==> config.mk <==
export PLATFORM = sky130hd
export DESIGN_NAME = uart_tx_fifo
export DESIGN_NICKNAME = d
export VERILOG_FILES = /design/src/rtl/uart_tx_fifo.sv
export SDC_FILE = /design/constraint.sdc
export NUM_CORES = 1
export LEC_CHECK = 0
export BUFFER_PORTS_ARGS = -buffer_cell sky130_fd_sc_hd__buf_2
export CORE_ASPECT_RATIO = 1.5
export CORE_UTILIZATION = 58
export CTS_CLUSTER_SIZE = 40
export DETAILED_ROUTE_END_ITERATION = 10
export GPL_TIMING_DRIVEN = 0
export PLACE_DENSITY_LB_ADDON = 0.12
export SETUP_SLACK_MARGIN = 0.1
export SLEW_MARGIN = 5
export SYNTH_ARGS = -nofsm -noshare
export SYNTH_HDL_FRONTEND = slang
export SYNTH_SLANG_ARGS = --single-unit
==> constraint.sdc <==
create_clock -name clk -period 2.69 [get_ports clk]
set_input_delay 0.1345 -clock clk [delete_from_list [all_inputs] [get_ports clk]]
set_output_delay 0.1345 -clock clk [all_outputs]
set_load 0.05 [all_outputs]
==> src/rtl/uart_tx_fifo.sv <==
// uart_tx_fifo: FIFO-buffered UART transmitter for the HOKSTER peripheral bus.
// The CPU pushes characters at ADDR_DATA and then fires ADDR_START. The block
// drains the FIFO as back-to-back frames. It raises irq when the queue has run
// dry after a start (done), or when a push was dropped (ovf).
// Ports:
//   clk, rst      - clock and synchronous active-high reset
//   addr          - CPU address bus; commands fire on an address change
//   txdata_in     - push data; only bits [DATA_BITS-1:0] are stored
//   ack           - clears the done and ovf interrupt flags
//   irq           - done | ovf
//   txout         - serial line, idles high
//   busy          - a frame is being shifted out
//   full, empty   - FIFO status flags
//   fifo_count    - number of occupied FIFO entries
module uart_tx_fifo #(
   parameter int unsigned DATA_BITS    = 8,
   parameter int unsigned FIFO_DEPTH   = 4,
   parameter int unsigned CLKS_PER_BIT = 868,
   parameter int unsigned PARITY_EN    = 0,
   parameter int unsigned PARITY_ODD   = 0,
   parameter int unsigned STOP_BITS    = 1,
   parameter logic [15:0] ADDR_START   = 16'h0110,
   parameter logic [15:0] ADDR_DATA    = 16'h0111
) (
   input  logic                          clk,
   input  logic                          rst,
   input  logic [15:0]                   addr,
   input  logic [7:0]                    txdata_in,
   input  logic                          ack,
   output logic                          irq,
   output logic                          txout,
   output logic                          busy,
   output logic                          full,
   output logic                          empty,
   output logic [$clog2(FIFO_DEPTH):0]   fifo_count
);

   localparam int unsigned PTR_W  = $clog2(FIFO_DEPTH);
   localparam int unsigned CNT_W  = PTR_W + 1;
   localparam int unsigned BAUD_W = $clog2(CLKS_PER_BIT);
   localparam int unsigned BIT_W  = 3;

   typedef enum logic [2:0] {
      IDLE,
      START,
      DATA,
      PARITY,
      STOP
   } state_t;

   state_t                 state;
   logic [15:0]            addr_q;
   logic                   tx_en;
   logic                   done;
   logic                   ovf;
   logic [BAUD_W-1:0]      baud_cnt;
   logic [BIT_W-1:0]       bit_cnt;
   logic [DATA_BITS-1:0]   shreg;
   logic                   par;

   logic [DATA_BITS-1:0]   mem [FIFO_DEPTH];
   logic [PTR_W-1:0]       wptr;
   logic [PTR_W-1:0]       rptr;

   logic                   push_c;
   logic                   start_c;
   logic                   baud_last_c;
   logic                   stop_last_c;
   logic                   pop_c;
   logic                   push_ok_c;
   logic [CNT_W-1:0]       count_next_c;

   // Bits above DATA_BITS are ignored by design.
   logic                   unused_txdata;
   assign unused_txdata = ^txdata_in;

   // Commands fire only on the cycle the address arrives.
   assign push_c  = (addr == ADDR_DATA)  && (addr_q != ADDR_DATA);
   assign start_c = (addr == ADDR_START) && (addr_q != ADDR_START);

   assign baud_last_c = (baud_cnt == BAUD_W'(CLKS_PER_BIT - 1));
   assign stop_last_c = (state == STOP) && baud_last_c &&
                        (bit_cnt == BIT_W'(STOP_BITS - 1));

   // Pop from IDLE or straight out of the last stop bit, gated by registered empty.
   assign pop_c = tx_en && !empty && ((state == IDLE) || stop_last_c);

   // A simultaneous pop frees a slot, so a push into a full FIFO is accepted.
   assign push_ok_c = push_c && (!full || pop_c);

   assign irq = done | ovf;

   // Occupancy after this cycle's push/pop.
   always_comb begin
      count_next_c = fifo_count;
      if (push_ok_c && !pop_c) begin
         count_next_c = fifo_count + CNT_W'(1);
      end else if (pop_c && !push_ok_c) begin
         count_next_c = fifo_count - CNT_W'(1);
      end
   end

   // Address history for edge-based decode.
   always_ff @(posedge clk) begin
      if (rst) begin
         addr_q <= 16'h0000;
      end else begin
         addr_q <= addr;
      end
   end

   // FIFO storage; contents are don't-care while the pointers say empty.
   always_ff @(posedge clk) begin
      if (push_ok_c) begin
         mem[wptr] <= txdata_in[DATA_BITS-1:0];
      end
   end

   // FIFO pointers, occupancy, status flags and the overflow flag.
   always_ff @(posedge clk) begin
      if (rst) begin
         wptr       <= '0;
         rptr       <= '0;
         fifo_count <= '0;
         empty      <= 1'b1;
         full       <= 1'b0;
         ovf        <= 1'b0;
      end else begin
         if (push_ok_c) begin
            wptr <= wptr + PTR_W'(1);
         end
         if (pop_c) begin
            rptr <= rptr + PTR_W'(1);
         end
         fifo_count <= count_next_c;
         empty      <= (count_next_c == '0);
         full       <= (count_next_c == CNT_W'(FIFO_DEPTH));
         // A set in the same cycle as ack wins.
         if (push_c && !push_ok_c) begin
            ovf <= 1'b1;
         end else if (ack) begin
            ovf <= 1'b0;
         end
      end
   end

   // Transmit state machine with registered txout and busy.
   always_ff @(posedge clk) begin
      if (rst) begin
         state    <= IDLE;
         tx_en    <= 1'b0;
         done     <= 1'b0;
         baud_cnt <= '0;
         bit_cnt  <= '0;
         shreg    <= '0;
         par      <= 1'b0;
         txout    <= 1'b1;
         busy     <= 1'b0;
      end else begin
         if (start_c) begin
            tx_en <= 1'b1;
         end
         if (ack) begin
            done <= 1'b0;
         end

         case (state)
            IDLE: begin
               baud_cnt <= '0;
               bit_cnt  <= '0;
               txout    <= 1'b1;
               busy     <= 1'b0;
               if (pop_c) begin
                  shreg <= mem[rptr];
                  par   <= 1'(PARITY_ODD);
                  txout <= 1'b0;
                  busy  <= 1'b1;
                  state <= START;
               end else if (tx_en) begin
                  // Queue drained: finish the run and signal completion.
                  tx_en <= 1'b0;
                  done  <= 1'b1;
               end
            end

            START: begin
               if (baud_last_c) begin
                  baud_cnt <= '0;
                  txout    <= shreg[0];
                  state    <= DATA;
               end else begin
                  baud_cnt <= baud_cnt + BAUD_W'(1);
               end
            end

            DATA: begin
               if (baud_last_c) begin
                  baud_cnt <= '0;
                  shreg    <= {1'b0, shreg[DATA_BITS-1:1]};
                  par      <= par ^ shreg[0];
                  if (bit_cnt == BIT_W'(DATA_BITS - 1)) begin
                     bit_cnt <= '0;
                     if (PARITY_EN != 0) begin
                        txout <= par ^ shreg[0];
                        state <= PARITY;
                     end else begin
                        txout <= 1'b1;
                        state <= STOP;
                     end
                  end else begin
                     bit_cnt <= bit_cnt + BIT_W'(1);
                     txout   <= shreg[1];
                  end
               end else begin
                  baud_cnt <= baud_cnt + BAUD_W'(1);
               end
            end

            PARITY: begin
               if (baud_last_c) begin
                  baud_cnt <= '0;
                  txout    <= 1'b1;
                  state    <= STOP;
               end else begin
                  baud_cnt <= baud_cnt + BAUD_W'(1);
               end
            end

            STOP: begin
               if (baud_last_c) begin
                  baud_cnt <= '0;
                  if (stop_last_c) begin
                     bit_cnt <= '0;
                     if (pop_c) begin
                        // Next character follows with no idle gap.
                        shreg <= mem[rptr];
                        par   <= 1'(PARITY_ODD);
                        txout <= 1'b0;
                        state <= START;
                     end else begin
                        txout <= 1'b1;
                        busy  <= 1'b0;
                        state <= IDLE;
                     end
                  end else begin
                     bit_cnt <= bit_cnt + BIT_W'(1);
                  end
               end else begin
                  baud_cnt <= baud_cnt + BAUD_W'(1);
               end
            end

            default: begin
               txout <= 1'b1;
               busy  <= 1'b0;
               state <= IDLE;
            end
         endcase
      end
   end

endmodule

# Yosys cells after proc, flatten, opt, wreduce, memory -nomap -nowiden
# Memories as Yosys holds them, arrays and structs flattened. A register that Yosys moved wholly into a read port is not among the register bits.
# Index checks and enable logic that the tools add are counted.
[word_totals]
ff_bits = 54
mem_bits_rw = 32
inputBits = 27
output_inout_bits = 8
wordCells = 122
memories = 1
[op_classes]
addsub = 6
n_eq_ne = 19
n_mux = 50
n_bitwise = 2
reduce_logical = 29
[memory_table]
columns = ["memory", "words", "width", "rd", "rd_clocked_by_memory_dff", "wr", "line_no", "source"]
rows = [
  ["mem", 4, 8, 1, 1, 1, "61", "logic [DATA_BITS-1:0] mem [FIFO_DEPTH];"],
]
[ops]
columns = ["operator", "count"]
rows = [
  ["2-to-1 mux 3 bit", 13],
  ["== test 16 x 9 -> 1 bit (second input constant)", 2],
  ["2-to-1 mux 8 bit", 4],
  ["inequality test 16 x 9 -> 1 bit (second input constant)", 2],
  ["2-to-1 mux 1 bit", 24],
  ["case mux 8 bit (3 select lines)", 1],
  ["case mux 10 bit (2 select lines)", 1],
  ["inequality test 2 bit (second input constant)", 8],
  ["case mux 3 bit (5 select lines)", 1],
  ["adder 10 x 1 -> 10 bit (second input constant)", 1],
  ["== test 10 bit (second input constant)", 1],
  ["logical AND 1 bit", 10],
  ["2-to-1 mux 10 bit", 1],
  ["== test 3 bit (second input constant)", 3],
  ["zero test 3 bit", 3],
  ["case mux 3 bit (3 select lines)", 1],
  ["AND reduction 4 bit", 2],
  ["AND reduction 7 bit", 1],
  ["adder 3 x 1 -> 3 bit (second input constant)", 2],
  ["== test 3 x 2 -> 1 bit (second input constant)", 2],
  ["case mux 1 bit (5 select lines)", 1],
  ["AND reduction 5 bit", 1],
  ["adder 2 x 1 -> 2 bit (second input constant)", 2],
  ["zero test 1 bit", 4],
  ["12 further kinds", 15],
]

# Depth between registers and ports, before layout
[depth]
word_depth = 12
mapped_depth = 9
mapped_depth_nobuf = 8

# Least setup slack after synthesis
# OpenSTA, ideal clock, no wires.
[synth_timing]
kind = "register to register"
startpoint = "reg empty"
endpoint = "reg empty"
setup_ns = 0.116
arrival_time_ns = 1.992
required_ns = 2.574
path_slack_ns = 0.581
stages_incl_launch_ff = 8
n_path_buf = 0
period_less_slack_ns = 2.109
path_cell_list = "dfxtp_1 -> nand2b_1 -> nor3_2 -> a31oi_2 -> nor2_4 -> a22o_2 -> xnor2_2 -> a41o_1"
[synth_between]
elab_chain_len = 10
[synth_lines]
columns = ["item", "line_no", "source"]
rows = [
  ["start, declared", "34", "output logic empty,"],
  ["start signal, assigned", "136", "empty <= (count_next_c == '0);"],
  ["zero test 1 bit *", "86", "assign pop_c = tx_en && !empty && ((state == IDLE) || stop_last_c);"],
  ["logical AND 1 bit * (2 in series)", "86", ""],
  ["logical OR 1 bit", "89", "assign push_ok_c = push_c && (!full || pop_c);"],
  ["logical AND 1 bit", "89", ""],
  ["zero test 1 bit", "98", "end else if (pop_c && !push_ok_c) begin"],
  ["logical AND 1 bit", "98", ""],
  ["2-to-1 mux 3 bit", "98", ""],
  ["2-to-1 mux 3 bit *", "96", "if (push_ok_c && !pop_c) begin"],
  ["zero test 3 bit *", "136", ""],
]
# Every way passes the cells marked *; elsewhere a longest branch is shown, timed or not.
# A chain may end at the register's enable or synchronous reset.

# Worst setup path after layout
[layout_timing]
startpoint = "reg baud_cnt[0]"
endpoint = "mem mem[1][5] (enable)"
[layout_between]
elab_chain_len = 9
[layout_lines]
columns = ["item", "line_no", "source"]
rows = [
  ["start, declared", "56", "logic [BAUD_W-1:0] baud_cnt;"],
  ["start signal, assigned", "192", "baud_cnt <= baud_cnt + BAUD_W'(1);"],
  ["start signal, assigned", "215", "baud_cnt <= baud_cnt + BAUD_W'(1);"],
  ["start signal, assigned", "225", "baud_cnt <= baud_cnt + BAUD_W'(1);"],
  ["== test 10 bit", "81", "assign baud_last_c = (baud_cnt == BAUD_W'(CLKS_PER_BIT - 1));"],
  ["logical AND 1 bit (2 in series)", "82", "assign stop_last_c = (state == STOP) && baud_last_c &&"],
  ["logical OR 1 bit", "86", ""],
  ["logical AND 1 bit", "86", ""],
  ["logical OR 1 bit", "89", ""],
  ["logical AND 1 bit", "89", ""],
  ["2-to-1 mux 1 bit", "114", "if (push_ok_c) begin"],
  ["2-to-1 mux 1 bit (not written as such)", "115", "mem[wptr] <= txdata_in[DATA_BITS-1:0];"],
  ["end, declared", "61", ""],
]
# No other way between the ends.

==> results list <==
- Across every metal layer, demand over resource in global routing totals 22.70%.
- Arrival time of data at the critical path endpoint: about 2.5 ns
- Endpoint of the worst-slack reg-to-reg timing path: mem[1][5]
- Result of the run: completed
- Master cell of the clock root buffer: sky130_fd_sc_hd__clkbuf_8
- Setup repair after global routing left no endpoint under its margin.
- Buffers added to address setup during post-CTS repair amount to 0.
- # clock sinks: 88
- Average wire per cell in the routed design: around 15 um
* Layout Skew: slightly below 0.007 ns
- The final count of pins violating max slew is 0.
* Register-to-register setup slack: 0.29 ns
* Via count: ~2,500
- Highest ir drop seen on vdd: 0.0005945 V
- Setup total negative slack on the finished layout was measured at 0 ns.
- Post-synthesis instance total: 325
- Endpoint type of the worst setup path: flop
- Proportion of layout cells with a drive suffix above 1: roughly a fifth
- From bottom edge to top edge, the die measures roughly 100 um.
- Startpoint types: flop
- The worst path needs 2.403 ns of the cycle, external delays included.
- In this run, synthesis inferred 32 flip-flops with an integrated enable.
- Estimated wirelength of the detail-placed design: around 4.8 mm
- Count of nets after finishing: between 400 and 500
* Placer's final routability congestion estimate: 0.8478
* Path depth of the worst reg2reg path: 6
- Pin count of the biggest net entering global routing: 16
* Leakage power figure: 1.548 nW
- # port buffers: 33
* Final-report setup violation count: 0
* Class of the most critical hold timing path: input pin to flop
- Detailed Route WL: ~6.8 mm
- Area delta synth->final: 16.04%
- Detailed-routing iteration count for the pre-antenna-repair pass: 4
- Critical Path RT: roughly 2.7 ns
- For this run, asynchronously set or reset flops after synthesis account for 0%.
- Drt first-iter violations: 78
* Ant diodes: 0
- Bufs on Longest Clock Path: 2
- Finished Core Util: 69.69%
* Number of max-capacitance violations reported: 0
- The synthesized netlist occupies a cell area of 0.003682 mm^2.
- Row count: 35
- Highest clock frequency the design can meet: roughly 420 MHz
- Leftover overflow at the end of global routing: 0
- Per-instance average area after synthesis: roughly 11 um^2
* Num CTS Buffers: 9
- Power density cells: between 500 and 600 mW/mm^2
* Floorplan die width: 67.06 um
* Yosys warning count: 0
* Effective utilization at floorplan: about three fifths
* Worst setup path endpoint: mem[1][5]
* Max-slew headroom: 56.16%
- At the pin with the least slew margin, the transition time is between 0.6 and 0.7 ns.
* DR vias/cell: 5.545
- DRC Markers: 0
- Primary FF master, synth: sky130_fd_sc_hd__dfxtp_1
- Skew-Pair Late Insertion Delay: 0.35 ns
- Clock tree from TritonCTS: built
- The startpoint identified for the worst register-to-register timing path is baud_cnt[0].
- Max Fanout on Critical Path: 8
- CTS H-Tree Depth: 3
- The number of nets in the synthesized netlist is around 360.
- Sequential elements use about 57% of the synthesized area.
- During I/O placement, the number of pins put on the boundary was 35.
* Floorplan core area: 0.006131 mm^2
- The critical path is of the flop to flop type.
- The most critical setup path has its startpoint at baud_cnt[0].
* Post-DRT Antenna Nets: 0
* Total die area: about 0.0067 mm^2
- Number of global-route vias before repair: between 2,000 and 3,000
- Counting flops and latches in the post-synthesis netlist gives 88.
- Clock transition at path regs: ~0.080 ns
- Part of the cycle the worst path needs: between 80% and 90%
- The number of antenna violations at the first check in global routing came to 0.
- The final count of hold timing violations is 0.
* Wire length of the first global-routing pass: around 11 mm
* Distinct cells, synth: 55
==> Yosys cell counts (all sizes together) (2+ instances only) <==
cell type	count	share of area, %
nor4	7	1.2
or3	3	0.51
mux4	8	4.9
nor3	6	1.2
nor2b	17	2.9
edfxtp	32	26
o21ai	6	0.82
a21oi	19	2.9
xor2	7	1.7
xnor2	5	1.4
a311oi	8	1.9
nand3b	3	0.61
inv	7	0.71
or2	3	0.51
a31o	2	0.71
dfxtp	56	30
and2	4	0.68
ha	10	3.4
clkbuf	8	0.82
nor4b	2	0.48
nor3b	2	0.54
and3	2	0.34
nand4	6	1.0
nand3	7	0.95
nor2	33	3.6
a31oi	2	0.51
nand2	32	3.3
and4b	2	0.54
nand2b	5	0.85
buf	7	1.0
==> power by group <==
group	internal, mW	switching (mW)
sequential	1.39	0.00528
combinational	0.0358	0.0336
clock	0.522	0.458
==> per-stage QoR <==
stage                     total power, mW  hold WS, ns  instances  instance area (um^2)  worst slack, ns
after floorplan                     1.447       0.2334        325                  3682           0.5814
after global placement              1.479       0.3450        432                  3940           0.1417
after detailed placement            1.481       0.3516        432                  3940          0.08929
after CTS                           2.457     0.002275        459                  4268           0.1107
after global routing                2.523     0.001405        459                  4273           0.1270
final                               2.443     0.006394        459                  4273           0.2867
==> per-layer routing <==
| layer | GRT usage [%] | up-vias | part of all wire, % |
|---|---|---|---|
| li1 | - | 1277 | - |
| met1 | 23.68 | 1214 | 40 |
| met2 | 41.62 | 39 | 55 |
| met3 | 5.963 | 15 | 3.3 |
| met4 | 8.674 | 0 | 1.7 |
| met5 | 0 | - | 0 |
==> cells in the final DEF (no fill, tap or decap), types with 3 or more instances in the layout <==
master	n
sky130_fd_sc_hd__a311oi_1	8
sky130_fd_sc_hd__nand2_1	32
sky130_fd_sc_hd__and2_2	4
sky130_fd_sc_hd__nand4_1	6
sky130_fd_sc_hd__nor2b_1	17
sky130_fd_sc_hd__nand3b_1	3
sky130_fd_sc_hd__nor3_2	3
sky130_fd_sc_hd__nand3_1	7
sky130_fd_sc_hd__xor2_1	7
sky130_fd_sc_hd__clkbuf_8	9
sky130_fd_sc_hd__mux4_2	8
sky130_fd_sc_hd__nand2b_1	5
sky130_fd_sc_hd__xnor2_1	4
sky130_fd_sc_hd__or3_1	3
sky130_fd_sc_hd__dlygate4sd3_1	11
sky130_fd_sc_hd__edfxtp_1	32
sky130_fd_sc_hd__nor3_1	3
sky130_fd_sc_hd__nor4_1	7
sky130_fd_sc_hd__dfxtp_1	56
sky130_fd_sc_hd__ha_1	10
sky130_fd_sc_hd__nor2_1	31
sky130_fd_sc_hd__buf_2	36
sky130_fd_sc_hd__clkbuf_1	8
sky130_fd_sc_hd__inv_1	7
sky130_fd_sc_hd__a21oi_1	18
sky130_fd_sc_hd__o21ai_0	6
==> cell type report <==
cell class | count | area, um^2
Sequential cell | 88 | 2082
Clock inverter | 7 | 93.84
Buffer | 15 | 67.56
Clock buffer | 9 | 123.9
Tap cell | 74 | 92.59
Timing Repair Buffer | 44 | 275.3
Multi-Input combinational cell | 215 | 1511
Fill cell | 476 | 1858
Inverter | 7 | 26.28
==> what timing repair did <==
item | CTS | global route
hold buffers | 11 | 0
hold endpoints to repair | 35 | 0
endpoints found under the setup margin | 0 | 32
gates resized for setup | 0 | 4
==> kinds of logic (layout without fill, tap and decap cells) <==
group / after synthesis / count (layout) / synth area share [%]
XOR/XNOR: 12 / 12 / 3.058
adder cells (fa/ha/maj): 11 / 11 / 3.670
flip-flops: 88 / 88 / 56.54
multiplexers: 9 / 9 / 5.199
AO/OA/AOI/OAI: 47 / 47 / 9.243
AND/OR/NAND/NOR: 136 / 136 / 19.74
buffers and inverters: 22 / 82 / 2.548
==> worst min path at each step <==
stage	start	slack, ns	endpoint	cells past startpoint
finish	addr[5]	0.006	addr_q[5]	2
global route	addr[6]	0.001	addr_q[6]	2
CTS	addr[6]	0.002	addr_q[6]	2
detailed placement	txdata_in[7]	0.35	mem[2][7]	1
global placement	txdata_in[6]	0.35	mem[1][6]	1
floorplan	txdata_in[0]	0.23	mem[0][0]	0
==> registers in the layout (all words and copies together) (netlist names), named ones only <==
register    flops
baud_cnt       10
wptr            2
done            1
mem            32
ovf             1
shreg           8
state           3
empty           1
bit_cnt         3
txout           1
full            1
rptr            2
fifo_count      3
tx_en           1
busy            1
addr_q         16
==> worst max-delay path: stages, from the launching register on <==
cell and delay, ns:
sky130_fd_sc_hd__dfxtp_1 0.41, sky130_fd_sc_hd__ha_1 0.26, sky130_fd_sc_hd__nand4b_1 0.14, sky130_fd_sc_hd__nor3_2 0.27, sky130_fd_sc_hd__a31oi_2 0.28, sky130_fd_sc_hd__a21boi_2 0.38
sky130_fd_sc_hd__and2_2 0.35
No activity file was read; power rests on OpenSTA's default activity.
